[config.mk]
export PLATFORM = sky130hd
export DESIGN_NAME = key_load_sequencer
export DESIGN_NICKNAME = d
export VERILOG_FILES = /design/src/rtl/key_load_sequencer.sv
export SDC_FILE = /design/constraint.sdc
export NUM_CORES = 1
export LEC_CHECK = 0
export ABC_AREA = 1
export CORE_MARGIN = 5
export CORE_UTILIZATION = 45
export DETAILED_ROUTE_END_ITERATION = 7
export GPL_TIMING_DRIVEN = 0
export HOLD_SLACK_MARGIN = 0.12
export PLACE_DENSITY = 0.71
export RECOVER_POWER = 50
export SLEW_MARGIN = 20
export SYNTH_ARGS = -nofsm -noshare
export SYNTH_HDL_FRONTEND = slang
export SYNTH_SLANG_ARGS = --single-unit
[constraint.sdc]
create_clock -name clk -period 7.3 [get_ports clk]
set_clock_uncertainty 0.1 [all_clocks]
set_input_delay 1.46 -clock clk [delete_from_list [all_inputs] [get_ports clk]]
set_output_delay 1.46 -clock clk [all_outputs]
set_load 0.005 [all_outputs]
[src/rtl/key_load_sequencer.sv]
// key_load_sequencer
// Drives the key-configuration side of the key/data select interface.
// A start strobe captures NUM_KEYS packed key words. The block then raises
// key_config and issues one in_valid pulse per word, with the word held on
// key_out. The downstream slot counter steps through slots 1..NUM_KEYS on
// the rising edges of in_valid. Slot 0 stays reserved for the data path.
//
// Ports:
//   clk        system clock, rising edge
//   rst        asynchronous active-high reset
//   start      one-cycle load request, honoured only when idle
//   abort      cancel an in-progress load
//   key_in     packed keys, word k at [k*KEY_W-1:(k-1)*KEY_W]
//   key_config key configuration enable to the downstream slot counter
//   in_valid   increment strobe; consumer uses its rising edge
//   key_out    key word for the current slot
//   slot       slot the downstream counter holds after the current pulse
//   busy       load in progress (cycle after accept .. cycle after done)
//   done       one-cycle completion pulse
module key_load_sequencer #(
    parameter int KEY_W        = 32,
    parameter int NUM_KEYS     = 3,
    parameter int SETUP_CYCLES = 1,
    parameter int PULSE_CYCLES = 1,
    parameter int GAP_CYCLES   = 1
) (
    input  logic                      clk,
    input  logic                      rst,
    input  logic                      start,
    input  logic                      abort,
    input  logic [NUM_KEYS*KEY_W-1:0] key_in,
    output logic                      key_config,
    output logic                      in_valid,
    output logic [KEY_W-1:0]          key_out,
    output logic [1:0]                slot,
    output logic                      busy,
    output logic                      done
);

    localparam int MAX_SP  = (SETUP_CYCLES > PULSE_CYCLES) ? SETUP_CYCLES : PULSE_CYCLES;
    localparam int MAX_CYC = (MAX_SP > GAP_CYCLES) ? MAX_SP : GAP_CYCLES;
    // The timer counts down from CYCLES-1 to 0, so it only needs to hold MAX_CYC-1.
    localparam int TMR_W   = (MAX_CYC > 1) ? $clog2(MAX_CYC) : 1;

    localparam logic [TMR_W-1:0] SETUP_LD = TMR_W'(SETUP_CYCLES - 1);
    localparam logic [TMR_W-1:0] PULSE_LD = TMR_W'(PULSE_CYCLES - 1);
    localparam logic [TMR_W-1:0] GAP_LD   = TMR_W'(GAP_CYCLES - 1);
    localparam logic [TMR_W-1:0] TMR_ZERO = TMR_W'(0);
    localparam logic [TMR_W-1:0] TMR_ONE  = TMR_W'(1);
    localparam logic [1:0]       LAST_IDX = 2'(NUM_KEYS);

    typedef enum logic [2:0] {
        ST_IDLE  = 3'd0,
        ST_SETUP = 3'd1,
        ST_PULSE = 3'd2,
        ST_GAP   = 3'd3,
        ST_DONE  = 3'd4
    } state_t;

    state_t                    state_q, state_d;
    logic [TMR_W-1:0]          timer_q, timer_d;
    logic [1:0]                idx_q, idx_d;
    logic [NUM_KEYS*KEY_W-1:0] key_q, key_d;

    logic             key_config_q, key_config_d;
    logic             in_valid_q, in_valid_d;
    logic [KEY_W-1:0] key_out_q, key_out_d;
    logic [1:0]       slot_q, slot_d;
    logic             busy_q, busy_d;
    logic             done_q, done_d;

    // Select captured word idx (1-based). An out-of-range index returns zero.
    function automatic logic [KEY_W-1:0] key_word(input logic [NUM_KEYS*KEY_W-1:0] keys,
                                                  input logic [1:0]                idx);
        logic [KEY_W-1:0] w;
        w = {KEY_W{1'b0}};
        for (int k = 1; k <= NUM_KEYS; k++) begin
            if (idx == 2'(k)) begin
                w = keys[(k-1)*KEY_W +: KEY_W];
            end else begin
                w = w;
            end
        end
        return w;
    endfunction

    // Next-state, phase timer, word index and key capture.
    always_comb begin
        state_d = state_q;
        timer_d = timer_q;
        idx_d   = idx_q;
        key_d   = key_q;
        if (abort && (state_q != ST_IDLE)) begin
            state_d = ST_IDLE;
            timer_d = TMR_ZERO;
            idx_d   = 2'd0;
        end else begin
            case (state_q)
                ST_IDLE: begin
                    // abort in the same cycle wins over start
                    if (start && !abort) begin
                        state_d = ST_SETUP;
                        timer_d = SETUP_LD;
                        idx_d   = 2'd0;
                        key_d   = key_in;
                    end else begin
                        state_d = ST_IDLE;
                    end
                end
                ST_SETUP: begin
                    if (timer_q == TMR_ZERO) begin
                        state_d = ST_PULSE;
                        timer_d = PULSE_LD;
                        idx_d   = 2'd1;
                    end else begin
                        timer_d = timer_q - TMR_ONE;
                    end
                end
                ST_PULSE: begin
                    if (timer_q == TMR_ZERO) begin
                        state_d = ST_GAP;
                        timer_d = GAP_LD;
                    end else begin
                        timer_d = timer_q - TMR_ONE;
                    end
                end
                ST_GAP: begin
                    if (timer_q != TMR_ZERO) begin
                        timer_d = timer_q - TMR_ONE;
                    end else if (idx_q < LAST_IDX) begin
                        state_d = ST_PULSE;
                        timer_d = PULSE_LD;
                        idx_d   = idx_q + 2'd1;
                    end else begin
                        state_d = ST_DONE;
                    end
                end
                ST_DONE: begin
                    state_d = ST_IDLE;
                    idx_d   = 2'd0;
                end
                default: begin
                    state_d = ST_IDLE;
                    timer_d = TMR_ZERO;
                    idx_d   = 2'd0;
                end
            endcase
        end
    end

    // Outputs are decoded from the next state so they can be registered glitch-free.
    always_comb begin
        key_config_d = 1'b0;
        in_valid_d   = 1'b0;
        busy_d       = 1'b1;
        done_d       = 1'b0;
        slot_d       = 2'd0;
        key_out_d    = key_out_q;
        case (state_d)
            ST_IDLE: begin
                busy_d = 1'b0;
            end
            ST_SETUP: begin
                key_config_d = 1'b1;
            end
            ST_PULSE: begin
                key_config_d = 1'b1;
                in_valid_d   = 1'b1;
                slot_d       = idx_d;
                key_out_d    = key_word(key_d, idx_d);
            end
            ST_GAP: begin
                key_config_d = 1'b1;
                slot_d       = idx_d;
            end
            ST_DONE: begin
                done_d = 1'b1;
                slot_d = slot_q;
            end
            default: begin
                busy_d = 1'b0;
            end
        endcase
    end

    // State, timer, index, captured keys and registered outputs.
    always_ff @(posedge clk or posedge rst) begin
        if (rst) begin
            state_q      <= ST_IDLE;
            timer_q      <= TMR_ZERO;
            idx_q        <= 2'd0;
            key_q        <= {(NUM_KEYS*KEY_W){1'b0}};
            key_config_q <= 1'b0;
            in_valid_q   <= 1'b0;
            key_out_q    <= {KEY_W{1'b0}};
            slot_q       <= 2'd0;
            busy_q       <= 1'b0;
            done_q       <= 1'b0;
        end else begin
            state_q      <= state_d;
            timer_q      <= timer_d;
            idx_q        <= idx_d;
            key_q        <= key_d;
            key_config_q <= key_config_d;
            in_valid_q   <= in_valid_d;
            key_out_q    <= key_out_d;
            slot_q       <= slot_d;
            busy_q       <= busy_d;
            done_q       <= done_d;
        end
    end

    assign key_config = key_config_q;
    assign in_valid   = in_valid_q;
    assign key_out    = key_out_q;
    assign slot       = slot_q;
    assign busy       = busy_q;
    assign done       = done_q;

endmodule

==> results of run 1 <==
[worst max-delay path, delay by kind of cell]
family	cells	cell delay (ns)
simple gates	7	1.31
buf+inv	3	1.25
compound gates	1	0.17
[synth_stat cells, drive strengths merged]
library cell	number
a21oi	4
clkbuf	16
inv	127
nor3	2
dfrtp	139
nand4	62
buf	37
nor2	22
nand2	421
clkinv	6
nand3	38
o21ai	38
or2	4
[path summary, 6_finish.rpt]
path | slack (ns) | cells after the start | endpoint | from
setup / recovery | 3.33 | 11 | key_out[28] | abort
setup reg to reg | 4.85 | 10 | key_out[28] | state_q[2]
max in group asynchronous | 3.80 | 3 | key_q[5] | rst
hold reg to reg | 0.37 | 2 | key_out[11] | key_out[11]
min in group asynchronous | 2.10 | 2 | key_q[20] | rst
hold / removal | 0.37 | 2 | key_out[11] | key_out[11]
[cell families (layout without fill, tap and decap cells)]
kind of cell / count (synthesis) / after routing / synth area share [%]
AND/OR/NAND/NOR: 549 / 549 / 33.9
AO/OA/AOI/OAI: 42 / 42 / 4.10
flip-flops: 139 / 139 / 50.6
buffers and inverters: 186 / 353 / 11.4
[power groups by stage]
stage               registers (mW)  logic, mW  clock network, mW
finish                        1.21       1.47              0.775
global route                  1.25       1.67              0.817
global placement              1.21       1.45                  0
detailed placement            1.22       1.47                  0
floorplan                     1.21      0.971                  0
CTS                           1.21       1.49              0.787
[sequential cells by signal, summed over array words and instances, names as in the netlist]
signal      cells
done            1
slot            2
idx_q           2
key_out        32
busy            1
state_q         3
key_q          96
in_valid        1
key_config      1
[per-stage QoR]
stage	setup WS, ns	total power [mW]	hold WS (ns)	std cells	util (%)
after floorplan	2.02	2.18	0.338	916	-
after detailed placement	3.48	2.70	0.362	1242	56.4
after global routing	3.15	3.73	0.389	1271	59.7
after CTS	3.90	3.49	0.374	1271	59.9
final	3.33	3.46	0.373	1271	59.7
after global placement	0.0481	2.66	0.353	1241	56.2
[final cells by class]
cell class | count | area share (%)
flip-flops and latches | 139 | 38.6
multi-input cells | 591 | 28.8
repair buffers | 138 | 15.5
clock buffers | 27 | 5.70
inverters | 133 | 5.61
plain buffers | 53 | 3.07
well taps | 188 | 2.61
clock inverters | 2 | 0.111
[per-layer routing]
| metal | vias to the layer above | part of all wire, % |
|---|---|---|
| met1 | 2809 | 45 |
| li1 | 3132 | - |
| met4 | 0 | 1.2 |
| met2 | 188 | 47 |
| met5 | - | 0 |
| met3 | 20 | 6.1 |
==> flow_summary.ini, run 1 <==
[floorplan]
die_w_microns = 134
fp.dieH_microns = 134
coreArea_sq_mm = 0.0151
rows = 45
start_util_pct = 45.5
num_io_pins = 138
dieArea_sq_mm = 0.0178

[logic_synthesis]
yosysWarningCount = 0
seq_area_frac_synth_pct = 50.6
synthesis.area_sq_mm = 0.00687
synth.avg_cell_area_sq_um = 7.50
synth_top_area_share_pct = 50.6
synth_top_area_cell = dfrtp_1
yosysUniqueCellTypes = 24
yosys-top-cells-area = dfrtp_1 (51%), nand2_1 (23%), inv_1 (6.7%)
synth-seq-cells = 139
syn-num-nets = 1016
netlist_instances = 916

[route]
dr.pass1.iters = 5
remaining_drc_errors = 0
viasPerCell = 4.84
routedWlPerCell_microns = 14.7
routed_wl_mm = 18.7
num_vias = 6149
drt_iter0_markers = 512
postRouteAntennaNets = 0

[cts]
hold_buffers = 0
post_cts_resized = 0
cts_tree = done
htree_levels = 4
cts_buffers = 17
clkTransAtPathRegs_ns = 0.06
clockBufferDepth = 2
root_buffer = clkbuf_16
cts_setup_buffers = 0
insertion_delay_ns = 0.42
cts.sinks = 139

[sta]
finalHoldViolations = 0
finalSetupTns_ns = 0
timing.final.crit_share_pct = 54.4
period_needed_ns = 3.97
rsz0062_at_grt = no
maxSlewViolCount = 57
max_slew_margin_pct = -70.6
worst_pin_slew_ns = 2.55
finalSetupViolations = 0
max_freq_ghz = 0.252

[global_routing]
use_met2_pct = 34.9
grt_max_degree = 84
grtUsageMet1_pct = 29.7
overflow = 0
grt_pass1_wl_mm = 30.4
antenna_found_initial = 0
grt_pass1_vias = 5938
gr-max-usage-layer = met2
track_usage_pct = 21.7
use_met3_pct = 4.65

[final_layout]
area_growth_pct = 31.1
final_area_sq_mm = 0.00901
nets = 1173
final_cell_mix = nand2_1 (416), dfrtp_1 (139), clkdlybuf4s50_1 (128), inv_1 (121), nand4_1 (62)
multi_input_area_sq_mm = 0.00259
seq_area_sq_mm = 0.00348
drive_gt1_share_pct = 8.68
nFillCells = 1373
final_common_cell = nand2_1
diodes = 0

[placed_design]
portBuffers = 137
gp_congestion = 0.837
dpl_cell_area_sq_mm = 0.00851
hpwl_mm = 13.5

[min_path]
hold_class = register to register

[worst_setup_path]
arrival_ns = 4.18
crit_path_frequent_cell = nand2_1
cp-end-kind = register
worstPathCellList = dlygate4sd3_1 > nor2_1 > nand3_1 > clkbuf_1 > buf_4 > nand2_1 > nand2_1 > o21ai_1 > nand2_1 > nand2_1 > nand2_1
path_class = input pin to register
max_stage_delay_ns = 0.63
critPathRequiredTime_ns = 7.51
cp_max_fo = 10
critPathLaunchType = input pin
slowest_stage = dlygate4sd3_1

[pwr]
p_comb_share_pct = 42.5
p_int_mw = 2.11
power.share.clock_pct = 22.4
switching_power_mw = 1.34
switching_share_pct = 38.8
power.density_mw_per_mm2 = 384
p_leak_nw = 4.91
ir_drop_mv = 0.220
seqPwrFrac_pct = 35.0

[flow_run]
drv_cap = 1

[outcome]
violations = max-capacitance violations, max-slew violations
status = complete, but fails checks
Note: power is estimated with default switching activity, not from simulation.
==> run 2, diff against run 1 <==
==> constraint.sdc (replaced) <==
create_clock -name clk -period 4.1 [get_ports clk]
set_clock_uncertainty 0.1 [all_clocks]
set_input_delay 0.82 -clock clk [delete_from_list [all_inputs] [get_ports clk]]
set_output_delay 0.82 -clock clk [all_outputs]
set_load 0.005 [all_outputs]
==> run 2 against run 1 <==
  * The flow now finishes without violations
  * Core utilization up 0.36 points
  * Total power up 79%
  * Global-route usage down 0.15 points
  * Cell count grew 0.16%
  * Wire length fell by 0.29%
  * Design area is 0.61% higher
  * Flip-flop and latch count unchanged
  * Largest cell class unchanged
==> flow_summary.ini, run 2 (synthesized netlist as in run 1, its figures left out) <==
[sta]
period_needed_ns = 3.36
timing.final.crit_share_pct = 82.0
max_freq_ghz = 0.297
maxSlewViolCount = 0
worst_pin_slew_ns = 1.08
max_slew_margin_pct = 27.9
finalSetupTns_ns = 0
finalHoldViolations = 0
rsz0062_at_grt = no
setup_slack_ns = 0.737
finalSetupViolations = 0

[outcome]
status = finished, final reports clean

[route]
routedWlPerCell_microns = 14.7
routed.top_layer = met4
drt_iter0_markers = 403
dr.pass1.iters = 5
remaining_drc_errors = 0
num_vias = 6170
postRouteAntennaNets = 0
viasPerCell = 4.85
dr_wl_met3_mm = 1.19
route.met2.wl_mm = 8.79
routed_wl_mm = 18.7
drt-met1-wl_mm = 8.29

[final_layout]
diodes = 0
final_cell_mix = nand2_1 (416), dfrtp_1 (139), clkdlybuf4s50_1 (127), inv_1 (121), nand4_1 (62)
area_growth_pct = 31.9
nFillCells = 1431
multi_input_area_sq_mm = 0.00259
largest-register = key_q
final_common_cell = nand2_1
nets = 1176
largest_reg_flops = 96
drive_gt1_share_pct = 8.85
seq_area_sq_mm = 0.00348

[floorplan]
num_io_pins = 138
dieArea_sq_mm = 0.0178
fp.dieH_microns = 134
die_w_microns = 134
rows = 45
coreArea_sq_mm = 0.0151
start_util_pct = 45.5

[global_routing]
grt_pass1_wl_mm = 30.2
overflow = 0
track_usage_pct = 21.5
grt_pass1_vias = 6105
grt_max_degree = 34
antenna_found_initial = 0

[worst_setup_path]
critPathRequiredTime_ns = 4.31
max_stage_delay_ns = 0.63
worstPathCellList = dlygate4sd3_1 > nor2_1 > nand3_1 > clkbuf_1 > buf_4 > nand2_1 > nand2_1 > nand4_1 > nand2_1 > nor2_1 > nor2_1
cp_max_fo = 10
critPathLaunchType = input pin
slowest_stage = dlygate4sd3_1
path_class = input pin to register
arrival_ns = 3.57
cp-end-kind = register

[cts]
post_cts_resized = 0
cts_buffers = 17
root_buffer = clkbuf_16
clockBufferDepth = 2
htree_levels = 4
cts_setup_buffers = 0
clkTransAtPathRegs_ns = 0.05
cts.sinks = 139
insertion_delay_ns = 0.42
cts_tree = done
hold_buffers = 0

[pwr]
p_leak_nw = 4.93
power.density_mw_per_mm2 = 682
ir_drop_mv = 0.358

[placed_design]
portBuffers = 137
place_ws_ns = 0.967
hpwl_mm = 13.8
gp_congestion = 0.853

[flow_run]
drv_cap = 0

[min_path]
hold_class = register to register
-- run 2: changes by cell type in the layout (fill, tap and decap cells not counted), sizes merged --
cell           before  now
buf                35   38
clkbuf             46   44
clkdlybuf4s50     128  127
dlygate4sd3         9   10
bufinv              0    1
-- run 2: stage by stage --
| stage | cells | total power, mW | instance area [sq um] | hold WS, ns | utilization [%] |
|---|---|---|---|---|---|
| final | 1273 | 6.18 | 9060 | 0.373 | 60.1 |
| after global routing | 1273 | 6.66 | 9060 | 0.390 | 60.1 |
| after CTS | 1273 | 6.24 | 9090 | 0.371 | 60.2 |
| after detailed placement | 1245 | 4.80 | 8560 | 0.356 | 56.7 |
| after global placement | 1241 | 4.74 | 8480 | 0.352 | 56.2 |
| after floorplan | 916 | 3.88 | 6880 | 0.338 | - |
-- run 2: cell type report --
| class | count | share of cell area (%) |
|---|---|---|
| Multi-Input combinational cell | 591 | 28.6 |
| Clock buffer | 25 | 5.36 |
| Clock inverter | 3 | 0.442 |
| Buffer | 53 | 3.05 |
| Timing Repair Buffer | 141 | 16.0 |
| Sequential cell | 139 | 38.4 |
| Tap cell | 188 | 2.60 |
| Inverter | 133 | 5.58 |
-- run 2: worst paths after layout --
kind | from | to | slack [ns] | cells past startpoint
hold reg to reg | key_out[13] | key_out[13] | 0.37 | 2
max in group asynchronous | rst | key_q[69] | 2.05 | 4
setup / recovery | abort | key_out[29] | 0.74 | 11
hold / removal | key_out[13] | key_out[13] | 0.37 | 2
min in group asynchronous | rst | key_q[22] | 0.96 | 2
setup reg to reg | state_q[2] | key_out[29] | 1.57 | 11
-- run 2: layer usage --
metal,track usage [%],vias to the layer above
met1,28.4,2806
met5,0,-
met4,8.00,0
li1,-,3130
met2,35.4,205
met3,4.15,29
-- run 2: report_power, final --
group | switching (mW) | internal, mW
clock network | 0.533 | 0.866
registers | 0.201 | 1.96
logic | 1.65 | 0.970
total | 2.38 | 3.79
-- run 2: critical path, delay by kind of cell --
kind,cells,cell delay [ns]
AND/OR/NAND/NOR,8,1.47
buffers and inverters,3,1.28
